===== src/rtl/fram_ctrl.sv =====
// Host-side controller for a 64Kx16 F-RAM with an asynchronous SRAM-style pin interface.
// Runs one single-word read or write per request, with cycle-counted access and precharge.
module fram_ctrl #(
    parameter int unsigned T_ACC = 7,
    parameter int unsigned T_PC  = 4
) (
    input  logic        clk,
    input  logic        rst_n,
    input  logic        req,
    output logic        ready,
    input  logic        wr,
    input  logic [15:0] addr,
    input  logic [15:0] wdata,
    input  logic [1:0]  be,
    output logic        rd_valid,
    output logic [15:0] rd_data,
    output logic [15:0] fram_addr,
    output logic [15:0] fram_dq_o,
    output logic        fram_dq_oe,
    input  logic [15:0] fram_dq_i,
    output logic        fram_ce_n,
    output logic        fram_we_n,
    output logic        fram_oe_n,
    output logic        fram_ub_n,
    output logic        fram_lb_n
);

    localparam int unsigned CNT_W = 8;
    localparam logic [CNT_W-1:0] ACC_LOAD = CNT_W'(T_ACC - 1);
    // HOLD is the first of the T_PC ce_n-high cycles, so PRECHARGE runs T_PC-1 cycles
    localparam logic [CNT_W-1:0] PC_LOAD  = (T_PC >= 2) ? CNT_W'(T_PC - 2) : '0;

    if (T_ACC < 2 || T_ACC > 255) begin : g_bad_t_acc
        $error("fram_ctrl: T_ACC must be in 2..255");
    end
    if (T_PC == 0 || T_PC > 255) begin : g_bad_t_pc
        $error("fram_ctrl: T_PC must be in 1..255");
    end

    typedef enum logic [2:0] {
        S_IDLE,
        S_SETUP,
        S_ACCESS,
        S_HOLD,
        S_PRECHARGE
    } state_e;

    state_e           state_q, state_d;
    logic [CNT_W-1:0] cnt_q, cnt_d;
    logic             wr_q, wr_d;
    logic [1:0]       be_q, be_d;
    logic [15:0]      addr_q, addr_d;
    logic [15:0]      dq_o_q, dq_o_d;
    logic             dq_oe_q, dq_oe_d;
    logic             ce_n_q, ce_n_d;
    logic             we_n_q, we_n_d;
    logic             oe_n_q, oe_n_d;
    logic             ub_n_q, ub_n_d;
    logic             lb_n_q, lb_n_d;
    logic             rd_valid_q, rd_valid_d;
    logic [15:0]      rd_data_q, rd_data_d;

    // Next-state and next-pin logic: pin registers are loaded with the values of the state being entered
    always_comb begin
        state_d    = state_q;
        cnt_d      = cnt_q;
        wr_d       = wr_q;
        be_d       = be_q;
        addr_d     = addr_q;
        dq_o_d     = dq_o_q;
        dq_oe_d    = dq_oe_q;
        ce_n_d     = ce_n_q;
        we_n_d     = we_n_q;
        oe_n_d     = oe_n_q;
        ub_n_d     = ub_n_q;
        lb_n_d     = lb_n_q;
        rd_valid_d = 1'b0;
        rd_data_d  = rd_data_q;

        unique case (state_q)
            S_IDLE: begin
                if (req) begin
                    state_d = S_SETUP;
                    wr_d    = wr;
                    be_d    = be;
                    addr_d  = addr;
                    if (wr) begin
                        dq_o_d  = wdata;
                        dq_oe_d = 1'b1;
                    end
                end
            end
            S_SETUP: begin
                state_d = S_ACCESS;
                cnt_d   = ACC_LOAD;
                ce_n_d  = 1'b0;
                if (wr_q) begin
                    we_n_d = 1'b0;
                    ub_n_d = ~be_q[1];
                    lb_n_d = ~be_q[0];
                end else begin
                    oe_n_d = 1'b0;
                    ub_n_d = 1'b0;
                    lb_n_d = 1'b0;
                end
            end
            S_ACCESS: begin
                if (cnt_q == '0) begin
                    state_d = S_HOLD;
                    ce_n_d  = 1'b1;
                    we_n_d  = 1'b1;
                    oe_n_d  = 1'b1;
                    ub_n_d  = 1'b1;
                    lb_n_d  = 1'b1;
                    if (!wr_q) begin
                        rd_data_d  = fram_dq_i;
                        rd_valid_d = 1'b1;
                    end
                end else begin
                    cnt_d = cnt_q - CNT_W'(1);
                end
            end
            S_HOLD: begin
                cnt_d   = PC_LOAD;
                dq_oe_d = 1'b0;
                state_d = (T_PC == 1) ? S_IDLE : S_PRECHARGE;
            end
            S_PRECHARGE: begin
                if (cnt_q == '0) begin
                    state_d = S_IDLE;
                end else begin
                    cnt_d = cnt_q - CNT_W'(1);
                end
            end
            default: state_d = S_IDLE;
        endcase
    end

    always_ff @(posedge clk or negedge rst_n) begin
        if (!rst_n) begin
            state_q    <= S_IDLE;
            cnt_q      <= '0;
            wr_q       <= 1'b0;
            be_q       <= 2'b00;
            addr_q     <= '0;
            dq_o_q     <= '0;
            dq_oe_q    <= 1'b0;
            ce_n_q     <= 1'b1;
            we_n_q     <= 1'b1;
            oe_n_q     <= 1'b1;
            ub_n_q     <= 1'b1;
            lb_n_q     <= 1'b1;
            rd_valid_q <= 1'b0;
            rd_data_q  <= '0;
        end else begin
            state_q    <= state_d;
            cnt_q      <= cnt_d;
            wr_q       <= wr_d;
            be_q       <= be_d;
            addr_q     <= addr_d;
            dq_o_q     <= dq_o_d;
            dq_oe_q    <= dq_oe_d;
            ce_n_q     <= ce_n_d;
            we_n_q     <= we_n_d;
            oe_n_q     <= oe_n_d;
            ub_n_q     <= ub_n_d;
            lb_n_q     <= lb_n_d;
            rd_valid_q <= rd_valid_d;
            rd_data_q  <= rd_data_d;
        end
    end

    assign ready      = (state_q == S_IDLE);
    assign rd_valid   = rd_valid_q;
    assign rd_data    = rd_data_q;
    assign fram_addr  = addr_q;
    assign fram_dq_o  = dq_o_q;
    assign fram_dq_oe = dq_oe_q;
    assign fram_ce_n  = ce_n_q;
    assign fram_we_n  = we_n_q;
    assign fram_oe_n  = oe_n_q;
    assign fram_ub_n  = ub_n_q;
    assign fram_lb_n  = lb_n_q;

endmodule


===== config.mk =====
export PLATFORM = sky130hd
export DESIGN_NAME = fram_ctrl
export DESIGN_NICKNAME = d
export VERILOG_FILES = /design/src/rtl/fram_ctrl.sv
export SDC_FILE = /design/constraint.sdc
export NUM_CORES = 1
export LEC_CHECK = 0
export ABC_CLOCK_PERIOD_IN_PS = 6200
export CAP_MARGIN = 5
export CORE_UTILIZATION = 47
export CTS_CLUSTER_DIAMETER = 150
export DETAILED_ROUTE_END_ITERATION = 7
export PLACE_DENSITY = 0.95
export RECOVER_POWER = 25
export SLEW_MARGIN = 20
export SYNTH_ARGS = -nofsm -noshare
export SYNTH_HDL_FRONTEND = slang
export SYNTH_SLANG_ARGS = --single-unit

===== constraint.sdc =====
create_clock -name clk -period 6.2 [get_ports clk]
set_input_delay 1.86 -clock clk [delete_from_list [all_inputs] [get_ports clk]]
set_output_delay 1.86 -clock clk [all_outputs]
set_load 0.01 [all_outputs]

-- After elaboration in Yosys (flattened, before gate mapping)
Cells that the tools add are included.
- register bits after elaboration: 69
- input bits: 54
- output and inout bits: 56
- logic and storage cells: 66
- add/sub/neg operators: 1
- eq/ne operators: 11
- mux-type cells: 22
- bitwise gates (word level): 3
- reductions and logical operators: 15
- operators by type and width (kind ; count):
    one-hot mux 8 bit (3 select lines) ; 1
    AND reduction 3 bit ; 6
    one-hot mux 3 bit (5 select lines) ; 1
    != test 2 bit (second input constant) ; 6
    one-hot mux 1 bit (2 select lines) ; 6
    two-way mux 1 bit ; 10
    two-way mux 3 bit ; 3
    zero test 8 bit ; 1
    two-way mux 8 bit ; 1
    subtractor 8 x 1 -> 8 bit (second input constant) ; 1
    equality test 3 x 2 -> 1 bit (second input constant) ; 2
    AND reduction 2 bit ; 3
    nonzero test 2 bit ; 2
    equality test 3 x 1 -> 1 bit (second input constant) ; 1
    equality test 3 bit (second input constant) ; 1
    zero test 3 bit ; 1
    inverter 1 bit ; 3
    nonzero test 3 bit ; 1
    != test 2 x 1 -> 1 bit (second input constant) ; 1
    OR reduction 2 bit ; 1

-- Depth between registers and ports, before layout
Gate-level depths: netlist of the first run.
- depth after elaboration: 4
- depth in mapped cells: 8
- gate-level depth less buffers: 6

-- Least setup slack after synthesis of the first run
OpenSTA, ideal clock, no wires.
- path type: input-to-reg
- start: in req
- end: reg dq_o_q[10] (netlist: fram_dq_o[10])
- library setup time: 0.125 ns
- data arrival time: 2.917 ns
- required time: 6.075 ns
- path slack: 3.159 ns
- stages on the path: 5
- buffers on the path: 1
- cell sequence: nand2b_1 > nor3_1 > nand2_1 > clkbuf_1 > mux2_2
- cells in the longest elaborated chain, start to end: 1
- ends and longest elaborated chain (what ; line ; text):
    start, declared ; 9 ; input logic req,
    AND reduction 3 bit (no line) ; -- ;
    end signal, assigned ; 161 ; dq_o_q <= dq_o_d;
    end, declared ; 53 ; logic [15:0] dq_o_q, dq_o_d;
Every way passes these cells.
A chain may end at the register's enable or synchronous reset.

-- Worst setup path after layout of the first run
- start: reg state_q[0]
- end: out ready
- cells in the longest elaborated chain, start to end: 1
- ends and longest elaborated chain (what ; line ; text):
    start, declared ; 48 ; state_e state_q, state_d;
    start signal, assigned ; 156 ; state_q <= state_d;
    zero test 3 bit ; 173 ; assign ready = (state_q == S_IDLE);
    end, declared ; 10 ; output logic ready,
Every way passes these cells.

==> qor.yml, run 1 <==
status: "complete, no violations"
grt_pass1_wl_um: 10400
start_util_pct: 49.2
pre_cts_ws_ps: 2370
cts_setup_buffers: 0
fin_crit_ps: 3760
reg2reg_depth: 4
startpoint: "state_q[0]"
rsz0062_at_grt: "false"
endpoint: "ready"
irDropWorstVdd_v: 0.000291
firstDrtPassIters: 4
synth_ff_type: "dfrtp_1"
final_cells: 407
synth_top_cell_area_share_pct: 54.7
dp_cells: 391
startpoint_type: "flip-flop"
track_usage_pct: 21.5
crit_required_ps: 4340
drt_iter0_drc: 119
postSynth.asyncResetShare_pct: 100
die_y_um: 80.9
fin_skew_ps: 7.02
r2r-end: "rd_data[11]"
place_congestion: 0.856
num_rows: 28
reg2reg_slack_ps: 2910
postLayoutCoreUtil_pct: 70.6
drv_cap: 0
postSynthAreaPerCell_sq_um: 13.6
p_total_mw: 2.16
cp.arrival_ps: 1900
nets: 383
grt_pass1_vias: 2199
critical_path_class: "reg2out"
synth_area_leaders: "dfrtp_1 55%, mux2_2 16%, mux2_4 4.6%"
via_count: 2175
synth_top_cell_by_area: "dfrtp_1"
core_sq_um: 5960
port_buffers: 109
ant_nets: 0
maxSlewHeadroom_pct: 25.8
finalInstanceArea_sq_um: 4210
clock_path_buffers: 2
fin_ws_ps: 2440
antenna_cells: 0
clock_sinks: 69
ys_seq_area_share_pct: 59.2
synth_warnings: 0
grt_max_degree: 70
pwr_density_cell_nw_per_um2: 514
cp-end-kind: "output pin"
reg2reg_from: "cnt_q[5]"
synth_edf_count: 0
viasPerCell: 5.34
clk_latency_ps: 340
setup_viol_count_final: 0
htreeDepth: 3
wl_per_cell_um: 16.2
final.setup.tns_ps: 0
p_leak_nw: 1.76
drive_gt1_share_pct: 19.6
clkTransAtPathRegs_ps: 60
cts_tree: "built"
wl_um: 6590
place_hpwl_um: 4750
syn-cell-area_sq_um: 2930
slew_violations: 0
cts_buffers: 9
worstMarginPinSlew_ps: 1110
die_x_um: 80.9
area_growth_pct: 43.6
route.detailed.drc: 0
hold-worst-slack_ps: 436
fmax_mhz: 266
finalHoldViolCount: 0
hold_buffers: 0
die_area_sq_um: 6550
hp-class: "reg2reg"
fin_crit_sh_pct: 60.6
clock-root-buffer: "clkbuf_8"
path_max_fanout: 17
synth_cells: 215
placed_cell_area_sq_um: 4060
pin_count: 110
post_cts_resized: 0
fill_cells: 419
grt_overflow: 0
antenna_found_initial: 0
synth_fp_nets: 271
synth_seq_cells: 69
synth_cell_types: 39
## critical path, stage by stage (launching register included)
cell	delay [ps]
dfrtp_1	580
nor3_1	360
clkdlybuf4s50_1	630
## cell type report
cell class              count  area [sq um]  share of cell area (%)
clock inverters             2          35.0                   0.833
flip-flops and latches     69          1730                    41.2
inverters                   5          18.8                   0.446
clock buffers              14           163                    3.87
well taps                  75          93.8                    2.23
repair buffers            111          1100                    26.2
multi-input cells         131          1060                    25.2
## worst min path at each step
stage	startpoint	end	slack, ps	depth (start not counted)
finish	wr_q	fram_we_n	440	1
detailed placement	wr_q	fram_we_n	430	1
floorplan	wr_q	fram_we_n	410	1
CTS	wr_q	fram_we_n	440	1
global route	wr_q	fram_we_n	490	1
global placement	wr_q	fram_we_n	420	1
## cells in the mapped netlist, types with 2 or more instances
cell type / number
mux2_2: 41
o211ai_1: 2
xnor2_1: 2
ha_1: 2
nor4_1: 2
dfstp_2: 5
nand2_1: 9
mux2_4: 9
o31ai_1: 2
nor3_1: 5
nor2b_1: 5
nor2_1: 7
a21oi_1: 9
dfrtp_1: 64
or4_1: 3
nand2b_1: 5
clkbuf_1: 8
inv_1: 5
o31a_1: 2
o21ai_0: 9
## power breakdown
group	internal [mW]	switching, mW
sequential	0.677	0.165
combinational	0.573	0.385
clock	0.208	0.155
total	1.46	0.705
## placed cells by master (no fill, tap or decap), types with 4 or more instances in the layout
cell,n
mux2_2,41
nor2_1,7
o21ai_0,9
nand2b_1,5
nor3_1,4
nor2b_1,5
dfrtp_1,64
inv_1,5
mux2_1,9
nand2_1,9
dfstp_2,5
clkdlybuf4s50_1,107
a21oi_1,9
clkbuf_8,11
or4_1,4
## layer usage
layer  GRT usage (%)  vias to the layer above  wire [um]
met5               0                        -          0
met4            11.3                        0        144
met3            6.74                       14        437
met2            35.5                       84       3430
met1            25.1                     1081       2570
li1                -                      996          -
## state kept, by name, indices dropped and copies added (netlist names)
register	count
be_q	2
fram_dq_oe	1
fram_oe_n	1
rd_valid	1
fram_ce_n	1
cnt_q	8
fram_ub_n	1
fram_we_n	1
fram_dq_o	16
fram_lb_n	1
fram_addr	16
wr_q	1
rd_data	16
state_q	3
## logic make-up (layout without fill, tap and decap cells)
logic type / Yosys count / in the layout / synth area share (%)
mux: 50 / 50 / 20.4
flops: 69 / 69 / 59.2
buf+inv: 15 / 132 / 2.86
compound gates: 31 / 31 / 6.71
fa+ha+maj: 2 / 2 / 0.855
simple gates: 46 / 46 / 9.40
xor+xnor: 2 / 2 / 0.598
No activity file was read; power rests on OpenSTA's default activity.
==> inputs of run 2 (changes only) <==
--- a/config.mk
+++ b/config.mk
@@ -5,12 +5,12 @@
 export SDC_FILE = /design/constraint.sdc
 export NUM_CORES = 1
 export LEC_CHECK = 0
-export ABC_CLOCK_PERIOD_IN_PS = 6200
+export ABC_CLOCK_PERIOD_IN_PS = 3100
 export CAP_MARGIN = 5
-export CORE_UTILIZATION = 47
+export CORE_UTILIZATION = 40
 export CTS_CLUSTER_DIAMETER = 150
 export DETAILED_ROUTE_END_ITERATION = 7
-export PLACE_DENSITY = 0.95
+export PLACE_DENSITY = 0.87
 export RECOVER_POWER = 25
 export SLEW_MARGIN = 20
 export SYNTH_ARGS = -nofsm -noshare
==> constraint.sdc (replaced) <==
create_clock -name clk -period 3.1 [get_ports clk]
set_input_delay 0.93 -clock clk [delete_from_list [all_inputs] [get_ports clk]]
set_output_delay 0.93 -clock clk [all_outputs]
set_load 0.01 [all_outputs]
==> qor.yml, run 2 (same netlist as run 1, synthesis figures left out) <==
fin_crit_ps: 2690
route.detailed.drc: 0
nets: 383
postLayoutCoreUtil_pct: 62.4
die_area_sq_um: 7670
hold_buffers: 0
fin_crit_sh_pct: 86.9
holdPathStages: 1
maxSlewHeadroom_pct: 4.32
met2_usage_pct: 28.6
setup_viol_count_final: 0
grt_pass1_wl_um: 10200
track_usage_pct: 17.5
crit_path_max_incr_delay_ps: 570
top_usage_layer: "met2"
cp.arrival_ps: 1760
irDropWorstVdd_v: 0.000460
cts_setup_buffers: 0
htreeDepth: 3
via_count: 2089
clk_latency_ps: 330
reg2reg_slack_ps: 730
drv_cap: 0
crit_required_ps: 2170
grt_max_degree: 45
clock-root-buffer: "clkbuf_8"
antenna_cells: 0
grt_pass1_vias: 2174
antenna_found_initial: 0
critical_path_class: "reg2out"
status: "complete, no violations"
start_util_pct: 42.2
firstDrtPassIters: 4
reg2reg_depth: 4
grt_overflow: 0
post_cts_resized: 0
port_buffers: 109
layout_common_cells: "108 x clkdlybuf4s50_1, 64 x dfrtp_1, 41 x mux2_2"
slew_violations: 0
die_y_um: 87.6
place_congestion: 0.831
fmax_mhz: 371
clock_path_buffers: 2
area_growth_pct: 48.0
final.setup.tns_ps: 0
clkTransAtPathRegs_ps: 80
worstMarginPinSlew_ps: 1440
multiInputGateArea_sq_um: 1120
grt.met3_usage_pct: 5.66
drt_iter0_drc: 61
layout.area.seq_sq_um: 1730
finalHoldViolCount: 0
fin_skew_ps: 8.34
num_rows: 30
clock_sinks: 69
mostFrequentLayoutCell: "clkdlybuf4s50_1"
wl_per_cell_um: 14.6
fill_cells: 561
pwr_density_cell_nw_per_um2: 1030
p_leak_nw: 1.79
core_sq_um: 6940
cp-end-kind: "output pin"
path_max_fanout: 17
rsz0062_at_grt: "false"
place_hpwl_um: 4540
viasPerCell: 4.88
ant_nets: 0
path_cells: "nor3_1 -> clkdlybuf4s50_1"
pin_count: 110
cts_buffers: 9
die_x_um: 87.6
slowest_stage: "dfrtp_1"
use_met1_pct: 21.4
hp-class: "reg2reg"
startpoint_type: "flip-flop"
drive_gt1_share_pct: 23.8
cts_tree: "built"
wl_um: 6260
run 2: worst max-delay path: cells and delay by family (launching register included):
kind	cells	cell delay (ps)
and+or+nand+nor	1	280
buffers and inverters	1	570
DFF	1	570
run 2: final timing paths:
kind / end / startpoint
setup / recovery: ready / state_q[0]
hold / removal: fram_we_n / wr_q
setup reg to reg: rd_data[9] / state_q[1]
hold reg to reg: fram_we_n / wr_q
max in group asynchronous: fram_ub_n / rst_n
min in group asynchronous: cnt_q[4] / rst_n
run 2: per-stage QoR:
step	area, sq um	hold slack, ps	setup WS (ps)	std cells	power (mW)
4_1_cts	4340	458	396	428	4.52
3_3_place_gp	4100	437	468	412	3.59
6_report	4330	453	407	428	4.47
5_1_grt	4330	489	320	428	4.75
2_1_floorplan	2930	407	985	215	2.66
3_5_place_dp	4100	443	427	412	3.66
run 2: routing by layer:
layer  share of wire (%)  wire (um)
met5                   0          0
met4                 1.4         87
met3                 6.4        403
met2                  50       3150
met1                  42       2620
run 2: layout make-up:
class,count,area share [%]
repair buffers,111,25.7
inverters,5,0.433
well taps,96,2.77
flip-flops and latches,69,40.0
multi-input cells,131,25.8
clock inverters,5,1.91
clock buffers,11,3.49
run 2: where the power goes:
group          switching, mW  leakage [nW]  internal [mW]
Sequential             0.315         0.836           1.35
Combinational          0.759         0.842           1.20
Clock                  0.338         0.108          0.497
